==> config.mk <==
export PLATFORM = sky130hd
export DESIGN_NAME = cordic_quadrant_fold
export DESIGN_NICKNAME = d
export VERILOG_FILES = /design/src/rtl/cordic_quadrant_fold.sv
export SDC_FILE = /design/constraint.sdc
export NUM_CORES = 1
export LEC_CHECK = 0
export CAP_MARGIN = 0
export CORE_UTILIZATION = 45
export DETAILED_ROUTE_END_ITERATION = 10
export GPL_ROUTABILITY_DRIVEN = 1
export PLACE_DENSITY = 0.66
export SYNTH_ARGS = -nofsm -noshare
export SYNTH_HDL_FRONTEND = slang
export SYNTH_SLANG_ARGS = --single-unit
==> constraint.sdc <==
create_clock -name i_clk -period 5.1 [get_ports i_clk]
set_input_delay 0.51 -clock i_clk [delete_from_list [all_inputs] [get_ports i_clk]]
set_output_delay 0.51 -clock i_clk [all_outputs]
set_load 0.1 [all_outputs]
==> src/rtl/cordic_quadrant_fold.sv <==
// Range-reduction wrapper around a CORDIC engine: folds [-pi, pi] angles into [-pi/2, pi/2],
// tracks the fold in an in-order tag FIFO and un-folds the engine's cos/sin. Optional WRAP_2PI_EN.
module cordic_quadrant_fold #(
    parameter int                    DATA_WIDTH = 18,
    parameter int                    TAG_DEPTH  = 32,
    parameter logic [DATA_WIDTH-1:0] K_INIT     = 18'h026de
) (
    input  logic                  i_clk,
    input  logic                  i_rst,
    input  logic                  i_valid,
    output logic                  o_ready,
    input  logic [DATA_WIDTH-1:0] i_alpha,
    output logic [DATA_WIDTH-1:0] o_eng_x,
    output logic [DATA_WIDTH-1:0] o_eng_y,
    output logic [DATA_WIDTH-1:0] o_eng_alpha,
    output logic                  o_eng_valid,
    input  logic [DATA_WIDTH-1:0] i_eng_cos,
    input  logic [DATA_WIDTH-1:0] i_eng_sin,
    input  logic                  i_eng_valid,
    output logic                  o_valid,
    output logic [DATA_WIDTH-1:0] o_cos,
    output logic [DATA_WIDTH-1:0] o_sin,
    output logic [DATA_WIDTH-1:0] o_alpha,
    output logic                  o_range_err,
    output logic                  o_underflow
);

    localparam int PTR_W = $clog2(TAG_DEPTH);
    localparam int CNT_W = PTR_W + 1;
    localparam int TAG_W = DATA_WIDTH + 1;
    // Three guard bits keep +/-2*PI and +/-3*PI arithmetic exact on any input.
    localparam int EXT_W = DATA_WIDTH + 3;

    localparam logic [CNT_W-1:0]        DEPTH_CNT = CNT_W'(TAG_DEPTH);
    localparam logic signed [EXT_W-1:0] PI_X      = EXT_W'(51472);
    localparam logic signed [EXT_W-1:0] HALF_PI_X = EXT_W'(25736);
`ifdef WRAP_2PI_EN
    localparam logic signed [EXT_W-1:0] TWO_PI_X   = EXT_W'(102944);
    localparam logic signed [EXT_W-1:0] THREE_PI_X = EXT_W'(154416);
`endif
    localparam logic [DATA_WIDTH-1:0] MIN_NEG = {1'b1, {(DATA_WIDTH-1){1'b0}}};
    localparam logic [DATA_WIDTH-1:0] MAX_POS = {1'b0, {(DATA_WIDTH-1){1'b1}}};

    function automatic logic [DATA_WIDTH-1:0] neg_sat(input logic [DATA_WIDTH-1:0] v);
        if (v == MIN_NEG) begin
            return MAX_POS;
        end
        return -v;
    endfunction

    logic                        ready;
    logic                        accept;
    logic                        tag_empty;
    logic                        pop;
    logic signed [EXT_W-1:0]     a_ext;
    logic signed [EXT_W-1:0]     a_wrap;
    logic [DATA_WIDTH-1:0]       a_fold;
    logic                        flip;
    logic                        range_bad;
    logic [TAG_W-1:0]            tag_rd;
    logic                        out_flip;
    logic [TAG_W-1:0]            tag_wr_d;

    logic [TAG_W-1:0]            tag_mem_q [TAG_DEPTH];
    logic [PTR_W-1:0]            wr_ptr_q, wr_ptr_d;
    logic [PTR_W-1:0]            rd_ptr_q, rd_ptr_d;
    logic [CNT_W-1:0]            cnt_q, cnt_d;

    logic                        eng_valid_q, eng_valid_d;
    logic [DATA_WIDTH-1:0]       eng_alpha_q, eng_alpha_d;
    logic [DATA_WIDTH-1:0]       eng_x_q, eng_x_d;

    logic                        valid_q, valid_d;
    logic [DATA_WIDTH-1:0]       cos_q, cos_d;
    logic [DATA_WIDTH-1:0]       sin_q, sin_d;
    logic [DATA_WIDTH-1:0]       alpha_q, alpha_d;
    logic                        range_err_q, range_err_d;
    logic                        underflow_q, underflow_d;

    // Ready comes from the registered count only, so a same-cycle pop never unblocks a full FIFO.
    assign ready     = (cnt_q != DEPTH_CNT);
    assign accept    = i_valid && ready;
    assign tag_empty = (cnt_q == '0);
    assign pop       = i_eng_valid && !tag_empty;
    assign tag_rd    = tag_mem_q[rd_ptr_q];

    always_comb begin
        a_ext     = {{3{i_alpha[DATA_WIDTH-1]}}, i_alpha};
        a_wrap    = a_ext;
        range_bad = 1'b0;
`ifdef WRAP_2PI_EN
        if (a_ext > PI_X) begin
            a_wrap = a_ext - TWO_PI_X;
        end else if (a_ext < -PI_X) begin
            a_wrap = a_ext + TWO_PI_X;
        end
        range_bad = (a_ext > THREE_PI_X) || (a_ext < -THREE_PI_X);
`else
        range_bad = (a_ext > PI_X) || (a_ext < -PI_X);
`endif
        if (a_wrap > HALF_PI_X) begin
            a_fold = DATA_WIDTH'(a_wrap - PI_X);
            flip   = 1'b1;
        end else if (a_wrap < -HALF_PI_X) begin
            a_fold = DATA_WIDTH'(a_wrap + PI_X);
            flip   = 1'b1;
        end else begin
            a_fold = DATA_WIDTH'(a_wrap);
            flip   = 1'b0;
        end
    end

    always_comb begin
        eng_valid_d = accept;
        eng_alpha_d = eng_alpha_q;
        eng_x_d     = eng_x_q;
        tag_wr_d    = {i_alpha, flip};
        if (accept) begin
            eng_alpha_d = a_fold;
            eng_x_d     = K_INIT;
        end
    end

    always_comb begin
        wr_ptr_d = wr_ptr_q;
        rd_ptr_d = rd_ptr_q;
        cnt_d    = cnt_q;
        if (accept) begin
            wr_ptr_d = wr_ptr_q + PTR_W'(1);
        end
        if (pop) begin
            rd_ptr_d = rd_ptr_q + PTR_W'(1);
        end
        case ({accept, pop})
            2'b10:   cnt_d = cnt_q + CNT_W'(1);
            2'b01:   cnt_d = cnt_q - CNT_W'(1);
            default: cnt_d = cnt_q;
        endcase
    end

    // An engine result with no tag outstanding is passed through unflipped with a zero angle.
    always_comb begin
        valid_d  = i_eng_valid;
        cos_d    = cos_q;
        sin_d    = sin_q;
        alpha_d  = alpha_q;
        out_flip = pop && tag_rd[0];
        if (i_eng_valid) begin
            alpha_d = pop ? tag_rd[TAG_W-1:1] : '0;
            cos_d   = out_flip ? neg_sat(i_eng_cos) : i_eng_cos;
            sin_d   = out_flip ? neg_sat(i_eng_sin) : i_eng_sin;
        end
        range_err_d = range_err_q || (accept && range_bad);
        underflow_d = underflow_q || (i_eng_valid && tag_empty);
    end

    always_ff @(posedge i_clk) begin
        if (i_rst) begin
            wr_ptr_q    <= '0;
            rd_ptr_q    <= '0;
            cnt_q       <= '0;
            eng_valid_q <= 1'b0;
            eng_alpha_q <= '0;
            eng_x_q     <= '0;
            valid_q     <= 1'b0;
            cos_q       <= '0;
            sin_q       <= '0;
            alpha_q     <= '0;
            range_err_q <= 1'b0;
            underflow_q <= 1'b0;
        end else begin
            wr_ptr_q    <= wr_ptr_d;
            rd_ptr_q    <= rd_ptr_d;
            cnt_q       <= cnt_d;
            eng_valid_q <= eng_valid_d;
            eng_alpha_q <= eng_alpha_d;
            eng_x_q     <= eng_x_d;
            valid_q     <= valid_d;
            cos_q       <= cos_d;
            sin_q       <= sin_d;
            alpha_q     <= alpha_d;
            range_err_q <= range_err_d;
            underflow_q <= underflow_d;
        end
    end

    always_ff @(posedge i_clk) begin
        if (accept && !i_rst) begin
            tag_mem_q[wr_ptr_q] <= tag_wr_d;
        end
    end

    assign o_ready     = ready;
    assign o_eng_valid = eng_valid_q;
    assign o_eng_alpha = eng_alpha_q;
    assign o_eng_x     = eng_x_q;
    assign o_eng_y     = '0;
    assign o_valid     = valid_q;
    assign o_cos       = cos_q;
    assign o_sin       = sin_q;
    assign o_alpha     = alpha_q;
    assign o_range_err = range_err_q;
    assign o_underflow = underflow_q;

endmodule

==> metrics.cfg <==
[outcome]
outcome=complete, no violations

[synth]
synth_top_family_by_area=multiplexers
synthFlopType=edfxtp_1
synthCells=1639
synth_compound_area_frac=0.0457
async_flop_share=0
synth_edf_count=608
ys_warn_count=0
synth_adder_area_share=0.00765
avgSynthCellArea_um2=17.6
synth_seq_cells=706
ys_types=77
synthMuxAreaShare=0.157
syn_area_um2=28800
synthSimpleGateAreaFrac=0.0532
synthXorXnorAreaFrac=0.00791
ys_seq_area_frac=0.702

[power]
max-vdd-ir-drop_uv=335
power.internal_mw=10.9
p_sw_frac=0.309
p_clk_frac=0.343
leakagePower_nw=10.7
power_switching_mw=4.89
totalPowerFinal_mw=15.8
power_density_nw_per_um2=468
seqPwrFrac=0.424
p_comb_frac=0.233

[sta]
slew_headroom=0.145
slew_viol_final=0
rsz0062_at_grt=no
tns_ps=0
skew_ps=21.2
fin_hold_ws_ps=401
period_needed_ps=3640
hold_viol=0
setup_ws_ps=1460
worst_pin_slew_ps=1280
finalCritPeriodShare=0.713
finalSetupViolations=0
timing.fmax_mhz=275

[job]
maxCapViolations=0

[global_routing]
grt-ovfl-total=0
grtUsageTotal=0.222
grt_antenna_before_repair=3
grt_pass1_wl_mm=104
grt_max_degree=73
grt_pass1_vias=16009

[setup_path]
critPathCaptureType=register
critPathKind=register to register
crit_slowest_cell=nor2_2
worstPathRequired_ps=5320
critical-path-top-delay-family=simple AND/OR/NAND/NOR gates
path_buf_inv=2
worstPathMaxFanout=27
startpoint_type=register
max_stage_delay_ps=1070
crit_chain=or4_1 -> nor2_1 -> nand2_1 -> and2_1 -> buf_4 -> clkinv_1 -> nor2_1 -> nand2_1 -> nor2_2
crit_arrival_ps=3860

[floorplan]
die_h_um=255
die_x_um=255
io_pins=171
core-area_um2=63200
die-area_um2=65000
start_util=0.456
std_cell_rows=92

[finish]
fillerInstances=4951
nNetsFinal=1899
drive_gt1_frac=0.221
areaGrowthSynthToFinish_pct=17.4
final_area_um2=33800

[route]
vias_per_cell=5.87
wl_per_cell_um=26.0
totalWireLength_mm=71.0
drt-initial-drc-count=1782
vias=16028
first_pass_iters=5
ant_nets=0
drc=0

[clocking]
cts_post_setup_buffers_inserted=0
clk_pin_slew_ps=60
cts_tree=built
insertion_delay_ps=620
cts_root_buf=clkbuf_16
cts_hold_buf=0
clockBufferDepth=3
cts_resized=0
numCtsBuffers=73
htreeDepth=3
numClockSinks=706

[placement]
hpwl_mm=43.9
port_buffers=143
detailed_place.area_um2=31300
gp_congestion=0.883
dp_slack_ps=1190

[min_path]
hold_path.class=primary input to register

## layer usage
| layer | vias up | global-route usage | share of wire |
|---|---|---|---|
| met5 | - | 0 | 0.00013 |
| met2 | 652 | 0.360 | 0.50 |
| li1 | 6915 | - | - |
| met4 | 2 | 0.0616 | 0.023 |
| met1 | 8355 | 0.304 | 0.41 |
| met3 | 104 | 0.0469 | 0.073 |
## layout make-up
| cell class | count | area, µm² | area share |
|---|---|---|---|
| Sequential cell | 706 | 20200 | 0.599 |
| Multi-Input combinational cell | 812 | 8000 | 0.237 |
| Clock buffer | 90 | 1990 | 0.0587 |
| Timing Repair Buffer | 210 | 1970 | 0.0582 |
| Tap cell | 846 | 1060 | 0.0313 |
| Clock inverter | 44 | 468 | 0.0138 |
| Inverter | 21 | 78.8 | 0.00233 |
| Antenna cell | 3 | 7.51 | 0.000222 |
## registers in the layout, summed over array words and instances, names as in the netlist, named ones only
register     count
cnt_q            6
o_alpha         18
o_cos           18
o_eng_alpha     18
o_eng_valid      1
o_eng_x          1
o_range_err      1
o_sin           18
o_underflow      1
o_valid          1
rd_ptr_q         5
tag_mem_q      608
wr_ptr_q         5
## cells in the final DEF (no fill, tap or decap), types with 11 or more instances in the layout
cell type | netlist | routed
edfxtp_1 | 608 | 608
mux4_2 | 180 | 180
clkdlybuf4s50_1 | 0 | 142
nand2_1 | 94 | 94
dfxtp_1 | 98 | 94
clkbuf_16 | 0 | 77
buf_4 | 36 | 64
nor2_1 | 95 | 62
a21oi_1 | 53 | 53
mux2i_1 | 46 | 46
nor2_2 | 0 | 33
nor3_1 | 31 | 31
o21ai_0 | 27 | 27
conb_1 | 1 | 27
nand3_1 | 24 | 24
inv_1 | 18 | 18
o211ai_1 | 17 | 17
ha_1 | 16 | 16
clkinv_2 | 0 | 16
xor2_1 | 15 | 15
clkinv_1 | 2 | 12
clkbuf_1 | 58 | 12
a31oi_1 | 11 | 11
xnor2_1 | 11 | 11
## worst register-to-register path, stage by stage (launching register included)
cell and delay, ps:
dfxtp_1 380, or4_1 180, nor2_1 50, nand2_1 90, and2_1 130, buf_4 290
clkinv_1 140, nor2_1 470, nand2_1 430, nor2_2 1070
## cell families after synthesis
family                     Yosys count
AOI/OAI and AO/OA                  194
xor gates and xnor gates            26
adders and majority gates           17
buffers and inverters              147
DFF                                706
muxes                              227
other                                1
and+or+nand+nor                    321
## per-stage QoR
stage | utilization | cells
after global placement | 0.496 | 2595
after global routing | 0.535 | 2729
after detailed placement | 0.496 | 2595
after floorplan | - | 1665
after CTS | 0.535 | 2729
final | 0.535 | 2732
## worst paths after layout
kind | from | depth (start not counted) | end | slack, ps
worst min register to register | o_cos[14] | 2 | o_cos[14] | 450
worst max-delay path | cnt_q[1] | 9 | tag_mem_q[21][14] | 1460
worst min-delay path | i_rst | 2 | cnt_q[2] | 400
worst max register to register | cnt_q[1] | 9 | tag_mem_q[21][14] | 1460
## power groups by stage
stage	sequential (mW)	combinational (mW)	clock, mW
global route	6.74	3.87	5.75
detailed placement	6.84	3.70	0
floorplan	7.71	1.75	0
finish	6.71	3.68	5.43
CTS	6.72	3.71	5.51
global placement	6.83	3.67	0
## Yosys cell counts, drive strengths merged, types with 11 or more instances
library cell  instances  share of area
mux2i                46          0.016
o21ai                28         0.0050
a31oi                11         0.0024
nor2                 96          0.013
nand3                24         0.0042
inv                  19         0.0025
nand2                96          0.013
o211ai               17         0.0044
edfxtp              608           0.63
buf                  65          0.015
nor3                 31         0.0054
dfxtp                98          0.068
a21oi                53         0.0092
mux4                180           0.14
xor2                 15         0.0046
ha                   16         0.0070
clkbuf               61         0.0090
xnor2                11         0.0033
(Power assumes the default switching activity.)
